==> config.mk <==
export PLATFORM = sky130hd
export DESIGN_NAME = alu_multicycle
export DESIGN_NICKNAME = d
export VERILOG_FILES = /design/src/rtl/alu_pkg.sv /design/src/rtl/alu_muldiv_seq.sv /design/src/rtl/alu_multicycle.sv
export SDC_FILE = /design/constraint.sdc
export NUM_CORES = 1
export LEC_CHECK = 0
export ABC_CLOCK_PERIOD_IN_PS = 9600
export CORE_ASPECT_RATIO = 0.6
export CORE_MARGIN = 2
export CORE_UTILIZATION = 50
export DETAILED_ROUTE_END_ITERATION = 7
export GPL_TIMING_DRIVEN = 0
export PLACE_DENSITY = 0.7
export SLEW_MARGIN = 20
export SYNTH_ARGS = -nofsm -noshare
export SYNTH_HDL_FRONTEND = slang
export SYNTH_SLANG_ARGS = --single-unit
==> constraint.sdc <==
create_clock -name clk -period 9.6 [get_ports clk]
set_clock_uncertainty 0.1 [all_clocks]
set_input_delay 2.4 -clock clk [delete_from_list [all_inputs] [get_ports clk]]
set_output_delay 2.4 -clock clk [all_outputs]
set_load 0.01 [all_outputs]
==> src/rtl/alu_pkg.sv <==
// Shared ALU definitions: sel encodings used by the ALU control decoder and the
// execute-stage FSM state type.
package alu_pkg;

  localparam logic [3:0] SelAnd = 4'b0000;
  localparam logic [3:0] SelOr  = 4'b0001;
  localparam logic [3:0] SelAdd = 4'b0010;
  localparam logic [3:0] SelMul = 4'b0011;
  localparam logic [3:0] SelDiv = 4'b0100;
  localparam logic [3:0] SelSub = 4'b0110;
  localparam logic [3:0] SelSlt = 4'b0111;
  localparam logic [3:0] SelNop = 4'b1000;

  typedef enum logic [1:0] {
    StIdle    = 2'd0,
    StMulBusy = 2'd1,
    StDivBusy = 2'd2
  } alu_state_e;

endpackage

==> src/rtl/alu_muldiv_seq.sv <==
// Iterative datapath: unsigned shift-add multiplier and restoring divider, one
// bit per cycle. Exposes next-state values so the owner can capture the final step.
module alu_muldiv_seq #(
  parameter int unsigned Width = 32
) (
  input  logic             clk_i,
  input  logic             rst_i,
  input  logic             load_i,
  input  logic             div_i,
  input  logic             busy_i,
  input  logic [Width-1:0] a_i,
  input  logic [Width-1:0] b_i,
  output logic             last_o,
  output logic [Width-1:0] lo_o,
  output logic [Width-1:0] hi_o
);

  localparam int unsigned CntW = $clog2(Width + 1);

  logic [Width-1:0] opnd_q, opnd_d;
  logic [Width-1:0] lo_q, lo_d;
  logic [Width-1:0] hi_q, hi_d;
  logic [CntW-1:0]  cnt_q, cnt_d;
  logic [Width:0]   mul_sum, div_shift, div_diff;

  // Multiply: opnd holds the multiplicand, lo the multiplier, hi the partial sum.
  // Divide: opnd holds the divisor, lo the dividend/quotient, hi the remainder.
  always_comb begin
    mul_sum   = {1'b0, hi_q} + (lo_q[0] ? {1'b0, opnd_q} : '0);
    div_shift = {hi_q, lo_q[Width-1]};
    div_diff  = div_shift - {1'b0, opnd_q};
    opnd_d    = opnd_q;
    lo_d      = lo_q;
    hi_d      = hi_q;
    cnt_d     = cnt_q;
    if (load_i) begin
      opnd_d = div_i ? b_i : a_i;
      lo_d   = div_i ? a_i : b_i;
      hi_d   = '0;
      cnt_d  = CntW'(Width);
    end else if (busy_i && (cnt_q != '0)) begin
      cnt_d = cnt_q - 1'b1;
      if (div_i) begin
        // Top bit of the difference set means the trial subtraction went negative.
        if (!div_diff[Width]) begin
          hi_d = div_diff[Width-1:0];
          lo_d = {lo_q[Width-2:0], 1'b1};
        end else begin
          hi_d = div_shift[Width-1:0];
          lo_d = {lo_q[Width-2:0], 1'b0};
        end
      end else begin
        {hi_d, lo_d} = {mul_sum, lo_q[Width-1:1]};
      end
    end
  end

  always_ff @(posedge clk_i) begin
    if (rst_i) begin
      opnd_q <= '0;
      lo_q   <= '0;
      hi_q   <= '0;
      cnt_q  <= '0;
    end else begin
      opnd_q <= opnd_d;
      lo_q   <= lo_d;
      hi_q   <= hi_d;
      cnt_q  <= cnt_d;
    end
  end

  assign last_o = busy_i && (cnt_q == CntW'(1));
  assign lo_o   = lo_d;
  assign hi_o   = hi_d;

endmodule

==> src/rtl/alu_multicycle.sv <==
// Execute-stage ALU: single-cycle logic/add/sub/slt/nop plus iterative MUL/DIV,
// with a start/ready/valid handshake for pipeline stalls.
module alu_multicycle
  import alu_pkg::*;
#(
  parameter int unsigned WIDTH = 32
) (
  input  logic             clk,
  input  logic             rst,
  input  logic             start,
  input  logic [3:0]       sel,
  input  logic [WIDTH-1:0] a,
  input  logic [WIDTH-1:0] b,
  output logic             ready,
  output logic             valid,
  output logic [WIDTH-1:0] result,
  output logic [WIDTH-1:0] hi,
  output logic             zero,
  output logic             div_by_zero
);

  alu_state_e       state_q, state_d;
  logic [WIDTH-1:0] result_q, result_d;
  logic [WIDTH-1:0] hi_q, hi_d;
  logic             zero_q, zero_d;
  logic             dbz_q, dbz_d;
  logic             valid_q, valid_d;

  logic             seq_load, seq_div, seq_last;
  logic [WIDTH-1:0] seq_lo, seq_hi;
  logic [WIDTH-1:0] single_res;

  alu_muldiv_seq #(
    .Width (WIDTH)
  ) u_muldiv (
    .clk_i  (clk),
    .rst_i  (rst),
    .load_i (seq_load),
    .div_i  (seq_div),
    .busy_i (state_q != StIdle),
    .a_i    (a),
    .b_i    (b),
    .last_o (seq_last),
    .lo_o   (seq_lo),
    .hi_o   (seq_hi)
  );

  // Unlisted encodings fall into the default arm and behave as NOP.
  always_comb begin
    single_res = '0;
    case (sel)
      SelAnd:  single_res = a & b;
      SelOr:   single_res = a | b;
      SelAdd:  single_res = a + b;
      SelSub:  single_res = a - b;
      SelSlt:  single_res = {{(WIDTH-1){1'b0}}, ($signed(a) < $signed(b))};
      default: single_res = '0;
    endcase
  end

  always_comb begin
    state_d  = state_q;
    result_d = result_q;
    hi_d     = hi_q;
    zero_d   = zero_q;
    dbz_d    = dbz_q;
    valid_d  = 1'b0;
    seq_load = 1'b0;
    seq_div  = (state_q == StDivBusy);
    unique case (state_q)
      StIdle: begin
        if (start) begin
          case (sel)
            SelMul: begin
              seq_load = 1'b1;
              state_d  = StMulBusy;
            end
            SelDiv: begin
              seq_div = 1'b1;
              if (b == '0) begin
                result_d = '1;
                hi_d     = a;
                dbz_d    = 1'b1;
                valid_d  = 1'b1;
              end else begin
                seq_load = 1'b1;
                state_d  = StDivBusy;
              end
            end
            default: begin
              result_d = single_res;
              hi_d     = '0;
              dbz_d    = 1'b0;
              valid_d  = 1'b1;
            end
          endcase
        end
      end
      StMulBusy, StDivBusy: begin
        if (seq_last) begin
          result_d = seq_lo;
          hi_d     = seq_hi;
          dbz_d    = 1'b0;
          valid_d  = 1'b1;
          state_d  = StIdle;
        end
      end
      default: state_d = StIdle;
    endcase
    if (valid_d) begin
      zero_d = (result_d == '0);
    end
  end

  always_ff @(posedge clk) begin
    if (rst) begin
      state_q  <= StIdle;
      result_q <= '0;
      hi_q     <= '0;
      zero_q   <= 1'b1;
      dbz_q    <= 1'b0;
      valid_q  <= 1'b0;
    end else begin
      state_q  <= state_d;
      result_q <= result_d;
      hi_q     <= hi_d;
      zero_q   <= zero_d;
      dbz_q    <= dbz_d;
      valid_q  <= valid_d;
    end
  end

  assign ready       = (state_q == StIdle);
  assign valid       = valid_q;
  assign result      = result_q;
  assign hi          = hi_q;
  assign zero        = zero_q;
  assign div_by_zero = dbz_q;

endmodule

Yosys cells after proc, flatten, opt, wreduce, memory -nomap -nowiden:

Cells that the tools add are included.
Widths: inputs -> output; s select.

* output and inout bits: 68
* bits in registers: 171
* input port bits: 71
* logic and storage cells: 94

* muxes and demuxes: 46
* equality and inequality tests: 15
* order comparisons: 1
* add/sub/neg operators: 5
* reduce and logical (&&, ||, !) cells: 14
* bitwise logic cells: 2

Operator list (count)
* $mux 32: 16
* $pmux 32 s2: 4
* $pmux 32 s5: 1
* $logic_not 32->1: 2
* $add 32x33->33: 1
* $sub 33x32->33: 1
* $add 32x32->32: 1
* $and 32x32->32: 1
* $lt 32x32->1: 1
* $or 32x32->32: 1
* $sub 32x32->32: 1
* $mux 1: 13
* $eq 4x3->1 const B: 3
* $mux 6: 2
* $pmux 1 s2: 5
* $eq 4x2->1 const B: 2
* $pmux 2 s2: 2
* $eq 6x1->1 const B: 1
* $mux 2: 3
* $ne 2x2->1 const B: 3
* $ne 3x3->1 const B: 2
* $reduce_bool 2->1: 3
* $reduce_bool 6->1: 1
* $sub 6x1->6 const B: 1
* other kinds (10): 12

Depth between registers and ports, before layout:

* word-level depth: 10
* depth in mapped cells: 18
* mapped depth without buffers: 16

Cells and area by module:

A second synthesis with hierarchy kept.

* cell total of the unflattened synthesis: 2646
* area, all modules: 19252.2 um^2

By module, submodules not included
* alu_muldiv_seq: cells each 1325, area each 10054.6 um^2, sequential area each 2042.0 um^2, instances 1
* alu_multicycle: cells each 1321, area each 9197.6 um^2, sequential area each 1381.3 um^2, instances 1

Worst setup path after synthesis:

OpenSTA, ideal clock, no wires.

* path kind: input to register
* from: input a[0]
* to: register zero_q, in the netlist zero
* buffers on the path: 0
* arrival time: 5519 ps
* library setup time: 84 ps
* data required time: 9416 ps
* path slack: 3896 ps
* cell stages on the path: 14
* cell sequence: ha_1 > fa_1 > a211o_1 > a2111oi_2 > o21ai_0 > a31oi_2 > a21boi_0 > mux2i_1 > o311ai_1 > nand2_1 > nor4_1 > and4_1 > nand4b_1 > o31ai_2

* cells in the longest elaborated chain, start to end: 6
* elaborated cells on any way between the ends: 13
* classes of those cells: 2 x add/sub; 1 x order compare; 7 x mux; 2 x bitwise; 1 x reduce/logical

RTL lines
* from (decl): RTL line alu_multicycle.sv:12 `input logic [WIDTH-1:0] a,`
* $sub 32x32->32 (tied with other cells): RTL line alu_multicycle.sv:55 `SelSub: single_res = a - b;`
* $pmux 32 s5: RTL line alu_multicycle.sv:51 `case (sel)`
* $pmux 32 s2: RTL line alu_multicycle.sv:73 `case (sel)`
* $mux 32: RTL line alu_multicycle.sv:72 `if (start) begin`
* $pmux 32 s2 (*): RTL line alu_multicycle.sv:70 `unique case (state_q)`
* $logic_not 32->1 (*): RTL line alu_multicycle.sv:111 `zero_d = (result_d == '0);`
* to (signal assigned): RTL line alu_multicycle.sv:127 `zero_q <= zero_d;`
* to (decl): RTL line alu_multicycle.sv:25 `logic zero_q, zero_d;`

Mark *: on every way between the ends. The rest lies on a longest branch, timed or not.
A chain may end at the register's enable or synchronous reset.

Worst setup path after layout:

* from: input a[13]
* to: register zero_q, in the netlist zero

The elaborated chain is that of the path after synthesis.

==> flow_summary.ini <==
[layout]
antenna_cells = 0
fin_nets = 2987
layout-drive-gt1-share = 0.0516
syn_to_final_growth_pct = 13.8

[clocking]
cts_root_buf = clkbuf_16
cts.htree.levels = 4
cts_sinks = 171
post_cts.repair.setup_buffers = 0
ctsHoldBuffers = 0
cts_tree = done
clock_latency_ns = 0.46
path_clk_slew_ns = 0.08
cts.repair.resized = 0
max-clock-path-buffers = 2
numCtsBuffers = 17

[logic_synthesis]
yosysUniqueCellTypes = 109
synth_seq_cells = 171
synthesis.nets = 2830
synth_edf_count = 0
synth-xor-area-share = 0.0344
synthMostInstantiatedCell = nor2_1
muxShareOfSynthArea = 0.0208
synth_compound_area_frac = 0.331
yosys_warnings = 0
synth_area_per_cell_um2 = 7.10
synth_top_family_by_area = compound AO/OA/AOI/OAI gates
synthTopCellsByArea = dfxtp_1, ha_1, nor2_1, a21oi_1, nand2_1
synth.cell_area_um2 = 18400
synthSimpleGateAreaFrac = 0.234
synth_common_cells = nor2_1, nand2_1, a21oi_1
synth_seq_area_share = 0.187
synthCells = 2585
synthFlopType = dfxtp_1
yosys.area.top_type = dfxtp_1
synth_top_area_share = 0.187
synthArstFlopShare = 0
synth_adder_area_share = 0.120

[drt]
first_pass_iters = 8
ant_nets = 0
vias_per_cell = 6.98
routed_wl_mm = 91.1
vias = 22541
wl_per_cell_um = 28.2
drc = 0
drt_iter0_markers = 4150

[placement]
gp_congestion = 1.07
io_buffers = 136
dp_hpwl_mm = 73.5

[setup_path]
worstPathArrival_ns = 8.03
end_kind = register
cp_cell_sequence = clkdlybuf4s50_1 > inv_1 > ha_1 > clkbuf_1 > nand2_1 > a21oi_1 > nand3_1 > o21ai_1 > a31oi_1 > o31ai_1 > a211oi_1 > o311a_1 > a211oi_1 > and4_1 > nand4b_1 > o31ai_2
critPathRequiredTime_ns = 9.87
crit_path_start_kind = input port
critPathSlowestCell = o21ai_1
cp_common_cell = a211oi_1
path_max_fanout = 10
crit_type = input port to register
r2r_cells = 15
cp_slowest_stage_delay_ns = 0.75

[global_routing]
grt_pass1_vias = 20541
grt_pass1_wl_mm = 131
gr-total-overflow = 0
grt_max_degree = 17
antenna_found_initial = 3
grtUsageTotal = 0.457

[pwr]
powerDensity_nw_per_um2 = 315
ir_worst_vdd_mv = 0.465
p_leak_nw = 8.42
finalPower_w = 0.00658

[floorplanning]
die_width_um = 251
core-area_um2 = 36300
die_area_um2 = 38300
ios = 139
die_h_um = 152
std_cell_rows = 54
start_util = 0.506

[sta]
finalMaxSlewViolations = 0
hold_viol = 0
rsz0062_at_grt = false
holdWs_ns = 0.393
relSlewSlack = 0.175
finalSetupViolations = 0
layout_worst_path_cycle_share = 0.808
fmax_mhz = 129
tightest_slew_ns = 1.23
period_minus_slack_ns = 7.76
finalSetupTns_ns = 0

[worst_hold_path]
min_path_type = register to register
holdPathStages = 2

[outcome]
outcome = completed

[job]
cap_violations = 0
[flip-flops by register name, indices dropped and copies added, names as in the netlist]
name	cells
u_muldiv.opnd_q	32
result	32
div_by_zero	1
valid	1
u_muldiv.hi_q	32
hi	32
u_muldiv.cnt_q	6
u_muldiv.lo_q	32
state_q	2
zero	1
[cell type report]
cell class / instances / area (µm²)
well taps: 476 / 596
inverters: 160 / 601
repair buffers: 138 / 1380
fillers: 3500 / 15400
clock inverters: 10 / 83.8
clock buffers: 21 / 460
multi-input cells: 2088 / 13600
flip-flops and latches: 171 / 3420
plain buffers: 166 / 731
[worst max-delay path, delay by kind of cell]
kind	cells	cell delay [ns]
AOI/OAI and AO/OA	8	3.25
buffers and inverters	3	1.27
and+or+nand+nor	4	0.78
adders and majority gates	1	0.33
[cell families (layout without fill, tap and decap cells)]
kind of cell | count (synthesis) | in the layout
DFF | 171 | 171
xor gates and xnor gates | 72 | 72
and+or+nand+nor | 918 | 918
muxes | 37 | 37
adders and majority gates | 174 | 174
AOI/OAI and AO/OA | 887 | 887
buffers and inverters | 326 | 495
[cell usage in the layout (no fill, tap or decap), types with 18 or more instances in the layout]
cell and instances:
inv_1 158, clkbuf_1 100, a221oi_1 18, a21oi_1 222, nand2b_1 24, nor4_1 26
xnor2_1 41, o21ai_0 142, or3_1 21, a21o_1 56, nor2b_1 42, dfxtp_1 171
and2_1 40, ha_1 170, a311oi_1 39, nor3_1 61, a211oi_1 70, mux2i_1 31
buf_2 43, o31ai_1 23, nand2_1 288, o21a_1 24, clkdlybuf4s50_1 136, o211ai_1 60
xor2_1 31, nand3_1 31, nor2_1 302, a31oi_1 41
[report_power, final]
| group | switching [W] | leakage [nW] | internal (W) |
|---|---|---|---|
| clock | 0.000340 | 0.257 | 0.000348 |
| combinational | 0.00312 | 6.77 | 0.00165 |
| sequential | 0.000225 | 1.39 | 0.000894 |
[per-stage QoR]
| step | util | worst slack, ns | instance area, µm² | instances |
|---|---|---|---|---|
| after global routing | 0.576 | 1.97 | 20900 | 3230 |
| after detailed placement | 0.560 | 1.87 | 20300 | 3198 |
| after global placement | 0.560 | 1.69 | 20300 | 3197 |
| final | 0.576 | 1.84 | 20900 | 3230 |
| after CTS | 0.575 | 2.33 | 20900 | 3229 |
| after floorplan | - | 3.90 | 18400 | 2585 |
[per-layer routing]
layer / share of wire / global-route usage / up-vias
met3: 0.19 / 0.226 / 250
li1: - / - / 9712
met1: 0.41 / 0.652 / 10583
met4: 0.032 / 0.129 / 2
met2: 0.37 / 0.593 / 1994
met5: 0.00042 / 0 / -
[path summary, 6_finish.rpt]
| path | to | slack (ns) | startpoint |
|---|---|---|---|
| worst min-delay path | hi[18] | 0.39 | hi[18] |
| worst max register to register | zero | 3.83 | state_q[1] |
| worst min register to register | hi[18] | 0.39 | hi[18] |
| worst max-delay path | zero | 1.84 | a[13] |
No activity file was read; power rests on OpenSTA's default activity.
